## config.mk

```make
export PLATFORM = sky130hd
export DESIGN_NAME = rand_serializer
export DESIGN_NICKNAME = d
export VERILOG_FILES = /design/src/rtl/rand_serializer.sv
export SDC_FILE = /design/constraint.sdc
export NUM_CORES = 1
export LEC_CHECK = 0
export ABC_CLOCK_PERIOD_IN_PS = 2600
export CAP_MARGIN = 20
export CORE_UTILIZATION = 58
export DETAILED_ROUTE_END_ITERATION = 10
export PLACE_DENSITY_LB_ADDON = 0.1
export SLEW_MARGIN = 0
export SYNTH_ARGS = -nofsm -noshare
export SYNTH_HDL_FRONTEND = slang
export SYNTH_SLANG_ARGS = --single-unit
```

## constraint.sdc

```tcl
create_clock -name iCLK -period 2.6 [get_ports iCLK]
set_clock_uncertainty 0.1 [all_clocks]
set_input_delay 0.65 -clock iCLK [delete_from_list [all_inputs] [get_ports iCLK]]
set_output_delay 0.65 -clock iCLK [all_outputs]
set_load 0.02 [all_outputs]
```

## src/rtl/rand_serializer.sv

```systemverilog
// rand_serializer: buffers ws-bit words in a small FIFO and emits them one
// bit per clock, LSB first, as back-to-back frames of ws bits. All state
// advances on the falling edge of iCLK.
module rand_serializer #(
  parameter int ws    = 16,
  parameter int DEPTH = 4,
  parameter int AW    = 2
) (
  input  logic          iCLK,
  input  logic          iRST_N,
  input  logic [ws-1:0] iData,
  input  logic          iValid,
  output logic          oReady,
  output logic          oBit,
  output logic          oBitValid,
  output logic          oFrame,
  output logic [AW:0]   oCount
);

  localparam int            IW       = $clog2(ws);
  localparam logic [IW-1:0] LAST_IDX = IW'(ws - 1);
  localparam logic [AW:0]   FULL_CNT = (AW + 1)'(DEPTH);

  typedef enum logic {
    IDLE  = 1'b0,
    SHIFT = 1'b1
  } stateT;

  stateT          state;
  stateT          nextState;
  logic [ws-1:0]  mem [DEPTH];
  logic [AW-1:0]  wrPtr;
  logic [AW-1:0]  rdPtr;
  logic [AW:0]    count;
  logic [ws-1:0]  shiftReg;
  logic [IW-1:0]  bitIdx;
  logic           push;
  logic           pop;
  logic           atLast;

  // Handshake and status come straight from registered state, so there is
  // no combinational path from iValid to oReady or oCount.
  assign oReady = (count < FULL_CNT);
  assign oCount = count;
  assign push   = iValid && oReady;
  assign atLast = (bitIdx == LAST_IDX);

  // Next-state, pop decision and serial outputs. The load decision uses the
  // pre-edge count, so a word pushed into an empty FIFO waits one edge.
  always_comb begin
    // NOTE: every signal gets a default before the case so no path leaves
    // one unassigned, which would otherwise infer a latch.
    nextState = state;
    pop       = 1'b0;
    oBit      = 1'b0;
    oBitValid = 1'b0;
    oFrame    = 1'b0;
    unique case (state)
      IDLE: begin
        if (count != '0) begin
          pop       = 1'b1;
          nextState = SHIFT;
        end
      end
      SHIFT: begin
        oBit      = shiftReg[0];
        oBitValid = 1'b1;
        oFrame    = (bitIdx == '0);
        if (atLast) begin
          if (count != '0) pop = 1'b1;
          else             nextState = IDLE;
        end
      end
      default: nextState = IDLE;
    endcase
  end

  // State register.
  always_ff @(negedge iCLK or negedge iRST_N) begin
    // NOTE: sequential state uses non-blocking assignments so every register
    // samples pre-edge values regardless of block ordering.
    if (!iRST_N) state <= IDLE;
    else         state <= nextState;
  end

  // FIFO storage; written only on an accepted push.
  always_ff @(negedge iCLK) begin
    // NOTE: the word array is deliberately not reset; count and pointers
    // define which entries are valid, so stale contents are never read.
    if (push) mem[wrPtr] <= iData;
  end

  // FIFO pointers and occupancy.
  always_ff @(negedge iCLK or negedge iRST_N) begin
    if (!iRST_N) begin
      wrPtr <= '0;
      rdPtr <= '0;
      count <= '0;
    end else begin
      if (push) wrPtr <= wrPtr + AW'(1);
      if (pop)  rdPtr <= rdPtr + AW'(1);
      unique case ({push, pop})
        2'b10:   count <= count + (AW + 1)'(1);
        2'b01:   count <= count - (AW + 1)'(1);
        default: count <= count;
      endcase
    end
  end

  // Shift register and bit index: load on pop, otherwise shift right until
  // the last bit of the frame has been shown.
  always_ff @(negedge iCLK or negedge iRST_N) begin
    if (!iRST_N) begin
      shiftReg <= '0;
      bitIdx   <= '0;
    end else if (pop) begin
      shiftReg <= mem[rdPtr];
      bitIdx   <= '0;
    end else if (state == SHIFT) begin
      if (!atLast) begin
        shiftReg <= shiftReg >> 1;
        bitIdx   <= bitIdx + IW'(1);
      end else begin
        bitIdx   <= '0;
      end
    end
  end

endmodule

```

==> metrics <==
Worst-path clk slew=0.07 ns; failing checks=setup timing; Buffers on Ports=25; TritonCTS buffer count=9; Ys Warns=0; reg2reg setup slack=0.21 ns; register area share after synthesis=0.691; Cell variety after synth=33; type of the worst min-delay path=reg2reg; Placed Cells=343; Die ar.=6870 um2; Crit path required time=1.85 ns; Crit. Startpoint=bitIdx[1]; Finish-stage setup viols=31; row count=29; wire length on met2=3.75 mm; hpwl dp=4.20 mm; Initial Util=0.598; nets@finish=379; Placed Area=4340 um2; ANT cells=0; clock tree buffer depth=2; DR WL met3=342 um; TritonCTS clock tree=done; R2R Path Start=bitIdx[0]; Final Instance Area=4990 um2; Max Used Layer=met4; WHS Endpoint=shiftReg[12]; Synth Area in XOR/XNOR=0.0138; chip height=82.9 um; DP Worst Slack=-1.07 ns; maximum VDD drop=0.814 mV; Synth Area in Compound Gates=0.0814; Least-Margin Pin Slew=0.753 ns; Setup crit end kind=primary output; Final ANT Viol Nets=0; I/O pin cnt=26; leak pwr=2.26 nW; maxcap violations=0; largest family of logic cells by synthesized area=multiplexers; Async SR Flop Fraction=0.304; CP Class=reg2out; DRC Markers=0; final wirelength=7.53 mm; Cells after Synth=231; first-pass GRT wire length=11.7 mm; post-synthesis mux area share=0.0988; DR vias/cell=5.45; FF+latch count, synth=92; Final Hold Vio Count=0; R2R cell count=10; clk_lat worst skew=0.44 ns; area added between synthesis and finish=31.5%; Rel. slew slack=0.498; RSZ-0062 raised after global routing=yes; setup_tns=-4.19 ns; largest net degree at the start of global routing=29; hold depth=1; drt first-iter violations=150; Met1 Routed Length=3.27 mm; Max FO, Critical Path=2; crit path DAT=2.53 ns; vias=2,365; Power, Total=5.34 mW; vias in the first global route=2,501; WHS=0.383 ns; post-synthesis simple-gate area fraction=0.0524; EDFF count, synth=64; layout cell share with drive strength beyond 1=0.249; antenna violations before repair=0; Hold Path Origin=shiftReg[13]; worst setup slack after layout=-0.684 ns; Placeable Area=6350 um2; clock sinks=92; post-layout util=0.786; Mean Syn Cell Area=16.4 um2; PD cells=1070 nW/um2; post-synthesis net count=258; Synth Cell Area=3800 um2; fin. max-slew vios=0; Main synth FF type=edfxtp_1; All-Layer GR Usage=0.225; drt wl/cell=17.3 um; grt total ovfl=0; critical path launch point type=flop; Root Driver=clkbuf_8; Adder-Cell Fraction of Synth Area=0.0283; Reg-to-Reg End=oCount[2]; CTS HTree Levels=3; GPL Wtd Cong=0.763; fin cells=434; drt first pass iters=4; Die Wd=82.9 um; status=finished, violations left
-- cells in the final DEF, fill, tap and decap left out, drive strengths merged, types with 2 or more instances in the layout --
cell type      netlist  routed
inv                 12      81
edfxtp              64      64
buf                  9      41
dfrtn               28      28
nand2               26      26
clkdlybuf4s50        0      17
mux4                16      16
a22oi               15      15
a2bb2oi             15      15
clkbuf               5      12
ha                   7       7
and2                 5       5
o21ai                5       5
xnor2                4       4
nor2b                3       3
a21oi                2       2
o211ai               2       2
xor2                 2       2
nand3                2       2
-- flip-flops by register name, summed over array words and instances (netlist names) --
name / flops
oCount: 3
state: 1
bitIdx: 4
wrPtr: 2
rdPtr: 2
mem: 64
shiftReg: 16
-- Yosys cell counts (2+ instances only) --
cell	n	area, um2
clkbuf_1	4	15.0
nand2_1	25	93.8
dfrtn_1	28	701
buf_2	7	35.0
o211ai_1	2	15.0
a21oi_1	2	10.0
xor2_1	2	17.5
nor2b_1	3	18.8
and2_1	5	31.3
ha_1	7	87.6
mux4_1	4	105
edfxtp_1	64	1920
xnor2_1	4	35.0
o21ai_0	5	25.0
a2bb2oi_1	15	131
inv_1	12	45.0
a22oi_1	15	113
mux4_2	12	270
-- power breakdown --
| group | internal [mW] | total, mW | leakage [nW] | switching (mW) |
|---|---|---|---|---|
| Combinational | 0.963 | 1.78 | 0.877 | 0.813 |
| Sequential | 1.92 | 2.13 | 0.931 | 0.210 |
| Clock | 0.543 | 1.43 | 0.454 | 0.892 |
| Total | 3.43 | 5.34 | 2.26 | 1.91 |
-- cells by family after synthesis --
group / count (synthesis)
AO/OA/AOI/OAI: 41
XOR/XNOR: 6
adder cells (fa/ha/maj): 8
buffers and inverters: 26
flip-flops: 92
multiplexers: 16
AND/OR/NAND/NOR: 42
-- critical path, cell delays in order (launching register included) --
cell	delay [ns]
dfrtn_1	0.41
inv_1	0.04
ha_2	0.17
and3_4	0.14
buf_6	0.12
-- area by class of cell --
type                    count  area [um2]
clock buffers               9         124
clock inverters            71         340
fillers                   368        1360
inverters                  11        41.3
multi-input cells         113        1100
flip-flops and latches     92        2620
well taps                  77        96.3
repair buffers             61         669
-- per-layer routing --
layer  global-route usage  vias up
met2                0.354       77
li1                     -     1129
met3               0.0447       16
met4                0.125        0
met5                    0        -
met1                0.296     1143
-- what timing repair did --
action,4_1_cts,5_1_grt
hold buffers,0,0
buffers inserted,7,4
endpoints found under the setup margin,76,50
cloned,1,3
pin swaps,7,6
resized for setup,51,5
-- worst max-delay path by stage --
| stage | to | slack [ns] | depth (start not counted) |
|---|---|---|---|
| 2_1_floorplan | oCount[2] | -0.74 | 9 |
| 3_3_place_gp | oCount[2] | -1.01 | 9 |
| 3_5_place_dp | oCount[2] | -1.07 | 9 |
| 4_1_cts | oFrame | -0.70 | 4 |
| 5_1_grt | oFrame | -0.72 | 4 |
| 6_report | oFrame | -0.68 | 4 |
Power figures use the tool's default switching activity.
